===== config.mk =====
export PLATFORM = sky130hd
export DESIGN_NAME = eth_tx_sequencer
export DESIGN_NICKNAME = d
export VERILOG_FILES = /design/src/rtl/eth_tx_pkg.sv /design/src/rtl/eth_crc32_byte.sv /design/src/rtl/eth_tx_sequencer.sv
export SDC_FILE = /design/constraint.sdc
export NUM_CORES = 1
export LEC_CHECK = 0
export ABC_AREA = 1
export BUFFER_PORTS_ARGS = -buffer_cell sky130_fd_sc_hd__buf_2
export CAP_MARGIN = 20
export CORE_MARGIN = 1.5
export CORE_UTILIZATION = 55
export DETAILED_ROUTE_END_ITERATION = 7
export GPL_ROUTABILITY_DRIVEN = 0
export PLACE_DENSITY_LB_ADDON = 0.3
export SETUP_SLACK_MARGIN = 0.1
export SLEW_MARGIN = 0
export SYNTH_ARGS = -nofsm -noshare
export SYNTH_HDL_FRONTEND = slang
export SYNTH_SLANG_ARGS = --single-unit

===== constraint.sdc =====
create_clock -name clk -period 2.3 [get_ports clk]
set_clock_uncertainty 0.2 [all_clocks]
set_input_delay 0.23 -clock clk [delete_from_list [all_inputs] [get_ports clk]]
set_output_delay 0.23 -clock clk [all_outputs]
set_load 0.01 [all_outputs]

===== src/rtl/eth_tx_pkg.sv =====
// Shared types and constants for the Ethernet transmit sequencer.
package eth_tx_pkg;

  typedef enum logic [2:0] {
    IDLE,
    PRE,
    SFD,
    HDR,
    PAY,
    PAD,
    FCS,
    IFG
  } tx_state_t;

  localparam logic [7:0]  ETH_PREAMBLE = 8'h55;
  localparam logic [7:0]  ETH_SFD      = 8'hD5;
  localparam int          PREAMBLE_LEN = 7;
  localparam logic [31:0] CRC_POLY     = 32'hEDB88320;
  localparam logic [31:0] CRC_INIT     = 32'hFFFFFFFF;

  // One bit step of the reflected CRC-32 shift register.
  function automatic logic [31:0] crc_shift1(input logic [31:0] c);
    return c[0] ? ((c >> 1) ^ CRC_POLY) : (c >> 1);
  endfunction

endpackage


===== src/rtl/eth_crc32_byte.sv =====
// Registered CRC-32 (reflected) that absorbs one byte per enabled cycle.
module eth_crc32_byte
  import eth_tx_pkg::*;
(
  input  logic        clk,
  input  logic        rst,
  input  logic        init,
  input  logic        en,
  input  logic [7:0]  data,
  output logic [31:0] crc
);

  logic [31:0] crc_reg;
  logic [31:0] stage [0:8];

  assign stage[0] = crc_reg ^ {24'd0, data};

  // Unrolled eight-step bitwise update, LSB of the byte first.
  for (genvar gi = 0; gi < 8; gi++) begin : g_bit
    assign stage[gi+1] = crc_shift1(stage[gi]);
  end

  // CRC register: init wins over en so a new frame always starts clean.
  always_ff @(posedge clk) begin
    if (rst) begin
      crc_reg <= CRC_INIT;
    end else if (init) begin
      crc_reg <= CRC_INIT;
    end else if (en) begin
      crc_reg <= stage[8];
    end
  end

  assign crc = crc_reg;

endmodule


===== src/rtl/eth_tx_sequencer.sv =====
// Frame-level transmit scheduler: preamble/SFD, header, payload, pad, FCS, IFG.
module eth_tx_sequencer #(
  parameter int MIN_FRAME = 60,
  parameter int MAX_FRAME = 1514,
  parameter int IFG_BYTES = 12
) (
  input  logic        clk,
  input  logic        rst,
  input  logic        start,
  input  logic [7:0]  hdr_data,
  input  logic        hdr_valid,
  input  logic        hdr_last,
  output logic        hdr_ready,
  input  logic [7:0]  pay_data,
  input  logic        pay_valid,
  input  logic        pay_last,
  output logic        pay_ready,
  output logic [7:0]  tx_data,
  output logic        tx_valid,
  output logic        busy,
  output logic        done,
  output logic        err,
  output logic [15:0] frame_count
);
  import eth_tx_pkg::*;

  localparam logic [10:0] MIN_CNT  = 11'(MIN_FRAME);
  localparam logic [10:0] MAX_CNT  = 11'(MAX_FRAME);
  localparam logic [15:0] PRE_LAST = 16'(PREAMBLE_LEN - 1);
  localparam logic [15:0] IFG_LAST = 16'(IFG_BYTES - 1);

  tx_state_t   state_reg;
  logic [10:0] byte_cnt_reg;
  logic [10:0] byte_cnt_next;
  logic [15:0] aux_cnt_reg;     // preamble index, FCS byte index or IFG cycle
  logic [7:0]  tx_data_reg;
  logic        tx_valid_reg;
  logic        done_reg;
  logic        err_reg;
  logic [15:0] frame_count_reg;

  logic        crc_init;
  logic        crc_en;
  logic [7:0]  crc_data;
  logic [31:0] crc_value;
  logic [7:0]  fcs_byte;

  assign byte_cnt_next = byte_cnt_reg + 11'd1;

  // CRC feed: restart during SFD, absorb every accepted or padded byte.
  always_comb begin
    crc_init = (state_reg == SFD);
    crc_en   = 1'b0;
    crc_data = 8'h00;
    case (state_reg)
      HDR: begin
        crc_en   = hdr_valid;
        crc_data = hdr_data;
      end
      PAY: begin
        crc_en   = pay_valid;
        crc_data = pay_data;
      end
      PAD: crc_en = 1'b1;
      default: ;
    endcase
  end

  eth_crc32_byte u_crc (
    .clk  (clk),
    .rst  (rst),
    .init (crc_init),
    .en   (crc_en),
    .data (crc_data),
    .crc  (crc_value)
  );

  // FCS is the inverted CRC, least-significant byte on the wire first.
  always_comb begin
    case (aux_cnt_reg[1:0])
      2'd0:    fcs_byte = ~crc_value[7:0];
      2'd1:    fcs_byte = ~crc_value[15:8];
      2'd2:    fcs_byte = ~crc_value[23:16];
      default: fcs_byte = ~crc_value[31:24];
    endcase
  end

  // Frame sequencing state machine; tx byte, strobes and counters are registered.
  // An abort enters IFG one count ahead so the idle gap matches a clean frame end.
  always_ff @(posedge clk) begin
    if (rst) begin
      state_reg       <= IDLE;
      byte_cnt_reg    <= '0;
      aux_cnt_reg     <= '0;
      tx_data_reg     <= '0;
      tx_valid_reg    <= 1'b0;
      done_reg        <= 1'b0;
      err_reg         <= 1'b0;
      frame_count_reg <= '0;
    end else begin
      tx_data_reg  <= '0;
      tx_valid_reg <= 1'b0;
      done_reg     <= 1'b0;
      err_reg      <= 1'b0;
      case (state_reg)
        IDLE: begin
          if (start) begin
            tx_data_reg  <= ETH_PREAMBLE;
            tx_valid_reg <= 1'b1;
            aux_cnt_reg  <= 16'd1;
            state_reg    <= PRE;
          end
        end
        PRE: begin
          tx_data_reg  <= ETH_PREAMBLE;
          tx_valid_reg <= 1'b1;
          aux_cnt_reg  <= aux_cnt_reg + 16'd1;
          if (aux_cnt_reg >= PRE_LAST) begin
            state_reg <= SFD;
          end
        end
        SFD: begin
          tx_data_reg  <= ETH_SFD;
          tx_valid_reg <= 1'b1;
          byte_cnt_reg <= '0;
          state_reg    <= HDR;
        end
        HDR: begin
          if (!hdr_valid || (byte_cnt_next > MAX_CNT && !hdr_last)) begin
            err_reg     <= 1'b1;
            aux_cnt_reg <= 16'd1;
            state_reg   <= IFG;
          end else begin
            tx_data_reg  <= hdr_data;
            tx_valid_reg <= 1'b1;
            byte_cnt_reg <= byte_cnt_next;
            if (hdr_last) begin
              state_reg <= PAY;
            end
          end
        end
        PAY: begin
          if (!pay_valid || (byte_cnt_next > MAX_CNT && !pay_last)) begin
            err_reg     <= 1'b1;
            aux_cnt_reg <= 16'd1;
            state_reg   <= IFG;
          end else begin
            tx_data_reg  <= pay_data;
            tx_valid_reg <= 1'b1;
            byte_cnt_reg <= byte_cnt_next;
            if (pay_last) begin
              aux_cnt_reg <= '0;
              state_reg   <= (byte_cnt_next < MIN_CNT) ? PAD : FCS;
            end
          end
        end
        PAD: begin
          tx_data_reg  <= 8'h00;
          tx_valid_reg <= 1'b1;
          byte_cnt_reg <= byte_cnt_next;
          if (byte_cnt_next >= MIN_CNT) begin
            aux_cnt_reg <= '0;
            state_reg   <= FCS;
          end
        end
        FCS: begin
          tx_data_reg  <= fcs_byte;
          tx_valid_reg <= 1'b1;
          if (aux_cnt_reg[1:0] == 2'd3) begin
            done_reg        <= 1'b1;
            frame_count_reg <= frame_count_reg + 16'd1;
            aux_cnt_reg     <= '0;
            state_reg       <= IFG;
          end else begin
            aux_cnt_reg <= aux_cnt_reg + 16'd1;
          end
        end
        IFG: begin
          if (aux_cnt_reg >= IFG_LAST) begin
            state_reg <= IDLE;
          end else begin
            aux_cnt_reg <= aux_cnt_reg + 16'd1;
          end
        end
        default: state_reg <= IDLE;
      endcase
    end
  end

  assign hdr_ready   = (state_reg == HDR);
  assign pay_ready   = (state_reg == PAY);
  assign busy        = (state_reg != IDLE);
  assign tx_data     = tx_data_reg;
  assign tx_valid    = tx_valid_reg;
  assign done        = done_reg;
  assign err         = err_reg;
  assign frame_count = frame_count_reg;

endmodule


Yosys cells after proc, flatten, opt, wreduce, memory -nomap -nowiden
Cells that the tools add are included.
- reductions and logical operators: 20
- shift operators: 0
- add/subtract/negate cells: 3
- magnitude comparators: 5
- equal/unequal tests: 21
- bitwise logic cells: 14
- multiplexer cells: 45
- divide/modulo/power cells: 0
- multipliers: 0
- operators with widths (operator ; number):
    32-bit two-way mux ; 8
    16-bit two-way mux ; 7
    13-bit inverter with 14-bit output ; 8
    16-bit case mux with 7 select lines ; 1
    8-bit case mux with 6 select lines ; 1
    11-bit case mux with 4 select lines ; 1
    16-bit by 1-bit adder with 16-bit output (second input constant) ; 2
    8-bit inverter ; 4
    32-bit by 8-bit XOR with 32-bit output ; 1
    3-bit two-way mux ; 9
    3-bit case mux with 8 select lines ; 1
    8-bit case mux with 3 select lines ; 1
    11-bit two-way mux ; 2
    16-bit by 3-bit greater-or-equal comparator with 1-bit output (second input constant) ; 1
    16-bit by 4-bit greater-or-equal comparator with 1-bit output (second input constant) ; 1
    8-bit two-way mux ; 2
    2-bit != test (second input constant) ; 8
    8-bit case mux with 2 select lines ; 1
    3-bit equality test (second input constant) ; 4
    11-bit by 1-bit adder with 11-bit output (second input constant) ; 1
    11-bit by 6-bit greater-or-equal comparator with 1-bit output (second input constant) ; 1
    11-bit > comparator (second input constant) ; 1
    11-bit by 6-bit < comparator with 1-bit output (second input constant) ; 1
    7-bit two-way mux ; 1
    other kinds (26) ; 40
- memories kept: 0
- output and inout bits: 30
- memory bits (writable): 0
- bits in latches: 0
- word-level logic and storage cells: 117
- bits in read-only memories: 0
- bits of input ports: 23
- register bits after elaboration: 89

Logic depth before layout (Yosys ltp)
- word-level depth: 19
- gate-level depth with buffers: 19
- depth with buffers taken out: 18

Hierarchy
Synthesis repeated with hierarchy kept, for this count alone.
- cells, all modules: 972
- area, all modules: 6394.9 um^2
- modules (own cells, without submodules) (module ; cells an instance ; area each (um^2) ; seq. area each (um^2) ; times used):
    eth_tx_sequencer ; 626 ; 3931.3 ; 1141.1 ; 1
    eth_crc32_byte ; 346 ; 2463.6 ; 640.6 ; 1

Worst setup path after synthesis
Ideal clock, no wire load.
- kind: register to register
- start: register byte_cnt_reg[0]
- end: register aux_cnt_reg[9]
- clock period less this slack: 2.244 ns
- required time: 1.972 ns
- data arrival time: 1.917 ns
- setup time: 0.128 ns
- stages on the path, launching flop included: 18
- slack: 0.056 ns
- path buffers: 1
- path through: dfxtp_1 > ha_1 > nand2_1 > nor2_1 > nand2_1 > nand2_1 > nand2_1 > nor2_1 > nand3_1 > nand2_2 > nand3_2 > nand2_4 > inv_2 > nor2_4 > nand2_4 > buf_6 > o21ai_0 > nor2_1
- longest elaborated chain between the ends: 6
- elaborated cells on any way between the ends: 13
- classes of those cells: add/sub: 1; order compare: 2; eq/ne: 3; mux: 2; reduce/logical: 5
- ends and longest elaborated chain (element ; RTL line ; RTL):
    start, declared ; eth_tx_sequencer.sv:33 ; logic [10:0] byte_cnt_reg;
    start signal, assigned ; eth_tx_sequencer.sv:136 ; byte_cnt_reg <= byte_cnt_next;
    start signal, assigned ; eth_tx_sequencer.sv:150 ; byte_cnt_reg <= byte_cnt_next;
    start signal, assigned ; eth_tx_sequencer.sv:160 ; byte_cnt_reg <= byte_cnt_next;
    11-bit by 1-bit adder with 11-bit output * ; eth_tx_sequencer.sv:48 ; assign byte_cnt_next = byte_cnt_reg + 11'd1;
    11-bit > comparator ; eth_tx_sequencer.sv:129, eth_tx_sequencer.sv:143 ;
    1-bit logical AND (on tied branches) ; eth_tx_sequencer.sv:143, eth_tx_sequencer.sv:129 ;
    1-bit logical OR (on tied branches) ; eth_tx_sequencer.sv:143, eth_tx_sequencer.sv:129 ;
    3-bit by 2-bit != test with 1-bit output (no source line), or another cell as far along ; -- ;
    6-bit AND reduction (no source line) or 16-bit case mux with 7 select lines (tied branches) ; -- ;
    end signal, assigned ; eth_tx_sequencer.sv:117 ; aux_cnt_reg <= aux_cnt_reg + 16'd1;
    end signal, assigned ; eth_tx_sequencer.sv:175 ; aux_cnt_reg <= aux_cnt_reg + 16'd1;
    end signal, assigned ; eth_tx_sequencer.sv:182 ; aux_cnt_reg <= aux_cnt_reg + 16'd1;
    end, declared ; eth_tx_sequencer.sv:35 ; logic [15:0] aux_cnt_reg;
Every way passes the cells marked *; elsewhere a longest branch is shown, timed or not.
A chain may end at the register's enable or synchronous reset.

Worst setup path in the final report
- start: register aux_cnt_reg[8]
- end: register aux_cnt_reg[6]
- longest elaborated chain between the ends: 3
- ends and longest elaborated chain (element ; RTL line ; RTL):
    16-bit by 4-bit greater-or-equal comparator with 1-bit output ; eth_tx_sequencer.sv:179 ; if (aux_cnt_reg >= IFG_LAST) begin
    2-bit != test (no source line) ; -- ;
    6-bit AND reduction (no source line) ; -- ;
Every way passes these cells.

==> flow_metrics.tcl <==
set metrics [dict create \
    avgRoutedWirePerCell_um 24.6 \
    p_comb_share_pct 52.0 \
    route.detailed.drc 44 \
    fin_crit_ps 3380 \
    finalWirelength_mm 31.4 \
    drt_iter0_markers 1535 \
    pre_cts_ws_ps -376 \
    slew_headroom_pct 26.6 \
    cp-end-kind "flop" \
    path_common_cell "nand2_1" \
    yosys_warnings 0 \
    leakagePower_nw 4.29 \
    ant_nets 0 \
    netlist_area_um2 5980 \
    grt_pass1_wl_mm 33.1 \
    worstMarginPinSlew_ps 1090 \
    die_area_um2 11500 \
    utilization_pct 89.2 \
    antenna_cells 0 \
    overflow 0 \
    htreeDepth 3 \
    clk_pin_slew_ps 100 \
    grt_pass1_vias 7088 \
    initial_core_util_pct 57.2 \
    slowest_delay_ps 890 \
    worstSetupPathType "reg -> reg" \
    syn_inst 912 \
    p_switching_mw 2.91 \
    ys_ff_latch 89 \
    viasPerCell 6.70 \
    core_um2 10500 \
    area_delta_synth_final_pct 55.9 \
    seq_area_frac_synth_pct 29.8 \
    p_per_area_nw_per_um2 685 \
    swShare_pct 45.4 \
    crit_required_ps 2410 \
    dr_wl_met2_mm 13.5 \
    die_h_um 107 \
    synth_cell_types 46 \
    drv_cap 0 \
    rsz0062_at_grt "true" \
    drt_first_pass_iters 8 \
    synthFlopType "dfxtp_1" \
    cts_sinks 89 \
    crit_path_start_kind "flop" \
    report.final.hold_viol_count 0 \
    drv_slew 0 \
    path_cells "inv_1, nand4_1, nor3_1, nand2_1, nand2_1, nand3_2, nor2_4, buf_12, nand2_4, nand2_1, o21ai_1, nor2_1" \
    intPower_mw 3.49 \
    wl_met1_mm 9.36 \
    avgSynthCellArea_um2 6.56 \
    tritoncts "done" \
    power_frac_clock_pct 18.2 \
    crit_fanout 9 \
    num_rows 37 \
    ir_worst_vdd_mv 0.594 \
    nets 1170 \
    num_io_pins 53 \
    die_x_um 107 \
    grt_max_degree 30 \
    io_buffers 52 \
    clock-root-buffer "clkbuf_8" \
    cp.arrival_ps 3490 \
    postPlaceCellArea_um2 7200 \
    period_share_pct 147 \
    top_layer_used "met5" \
    antenna_found_initial 0 \
    final_area_um2 9330 \
    vias 8553 \
    seq_power_share_pct 29.9 \
    status "finished, violations left" \
    grtUsageTotal_pct 36.8 \
    clk_latency_ps 400 \
    synth_edf_count 0 \
    largest_register_ffs 32 \
    hold_path.class "in -> reg" \
    setup_viol_count_final 78 \
    synthArstFlopShare_pct 0 \
    violations "DRC, setup timing" \
    fmax_ghz 0.296 \
    numCtsBuffers 9 \
    syn_nets 947 \
    worst_path_max_delay_cell "nor3_1" \
    dpl.hpwl_mm 12.4 \
    totalPowerFinal_mw 6.39 \
    setup_ws_ps -1080 \
    whs_ps 46.4 \
    clk_path_buf_depth 2 \
    met3_wirelength_mm 4.39 \
    layout-drive-gt1-share_pct 41.3 \
]
[synthesized netlist by cell type, types with 6 or more instances]
cell	instances	area, um^2
xnor2_1	13	114
a21oi_1	56	280
o21ai_0	54	270
or2_2	7	43.8
nand4_1	8	50.1
nand2_1	225	845
nand2_2	8	50.1
nor3_1	15	75.1
inv_1	121	454
o211ai_1	9	67.6
clkbuf_1	13	48.8
ha_1	12	150
xor2_1	29	254
nor2_1	109	409
o22ai_1	16	100
dfxtp_1	89	1780
o21ai_1	6	30.0
nand3_1	58	290
buf_2	6	30.0
[cell usage in the layout, fill, tap and decap left out, types with 11 or more instances in the layout]
cell type	instances
nand2_1	164
buf_4	127
inv_1	109
dfxtp_1	80
nor2_1	79
buf_2	53
a21oi_1	51
nand2_2	42
nand3_1	40
buf_6	36
o21ai_1	30
nand2_4	29
o21ai_0	24
nor2_4	18
nand3_2	18
nor2_2	17
xor2_1	16
o22ai_1	14
buf_12	13
xor2_4	12
inv_2	11
xor2_2	11
nor3_1	11
[cells by family (layout without fill, tap and decap cells)]
| family | after synthesis | count (layout) | synth area share [%] |
|---|---|---|---|
| compound gates | 161 | 161 | 15.5 |
| xor+xnor | 53 | 53 | 10.1 |
| fa+ha+maj | 12 | 12 | 2.51 |
| buf+inv | 154 | 380 | 10.5 |
| flops | 89 | 89 | 29.8 |
| simple gates | 443 | 445 | 31.7 |
[what timing repair did]
item / 4_1_cts / 5_1_grt
endpoints found under the hold margin: 2 / 0
gates cloned: 4 / 3
setup endpoints to repair: 69 / 77
hold buffers: 2 / 0
pin swaps: 73 / 112
buffers inserted: 36 / 35
gates resized for setup: 147 / 178
[critical path: cells and delay by family, from the launching register on]
family	cells	cell delay, ps
buffers and inverters	2	320
flip-flops	1	360
AO/OA/AOI/OAI	1	60
AND/OR/NAND/NOR	9	2350
[cell type report]
type | instances | area (um^2)
multi-input combinational | 671 | 4670
timing repair buffer | 234 | 1960
sequential | 89 | 1800
fill | 397 | 1130
inverter | 129 | 523
tap | 136 | 170
clock buffer | 13 | 149
clock inverter | 3 | 40.0
timing repair inverter | 1 | 16.3
[through the flow]
step | instances | setup TNS (ps)
2_1_floorplan | 912 | 0
3_3_place_gp | 1184 | -5750
3_5_place_dp | 1184 | -8510
4_1_cts | 1241 | -1180
5_1_grt | 1276 | -34320
6_report | 1276 | -32590
[power groups by stage]
stage	combinational, mW	sequential, mW	clock (mW)
floorplan	1.25	1.90	0
global placement	2.01	1.86	0
detailed placement	2.05	1.87	0
CTS	2.49	1.86	1.12
global route	3.44	1.92	1.20
finish	3.32	1.91	1.16
[final timing paths]
| path | startpoint | endpoint | slack (ps) | cells past startpoint |
|---|---|---|---|---|
| max reg2reg | aux_cnt_reg[8]$_SDFFE_PP0P_ | aux_cnt_reg[6]$_SDFFE_PP0P_ | -1080 | 12 |
| min | hdr_data[6] | tx_data[6]$_SDFF_PP0_ | 50 | 5 |
| max | aux_cnt_reg[8]$_SDFFE_PP0P_ | aux_cnt_reg[6]$_SDFFE_PP0P_ | -1080 | 12 |
| min reg2reg | aux_cnt_reg[13]$_SDFFE_PP0P_ | aux_cnt_reg[13]$_SDFFE_PP0P_ | 300 | 2 |
[routing by layer]
| layer | vias up | global-route usage, % |
|---|---|---|
| met3 | 473 | 11.3 |
| met5 | - | 0 |
| li1 | 3355 | - |
| met4 | 2 | 22.8 |
| met1 | 3814 | 38.0 |
| met2 | 909 | 64.8 |
No activity file was read; power rests on OpenSTA's default activity.
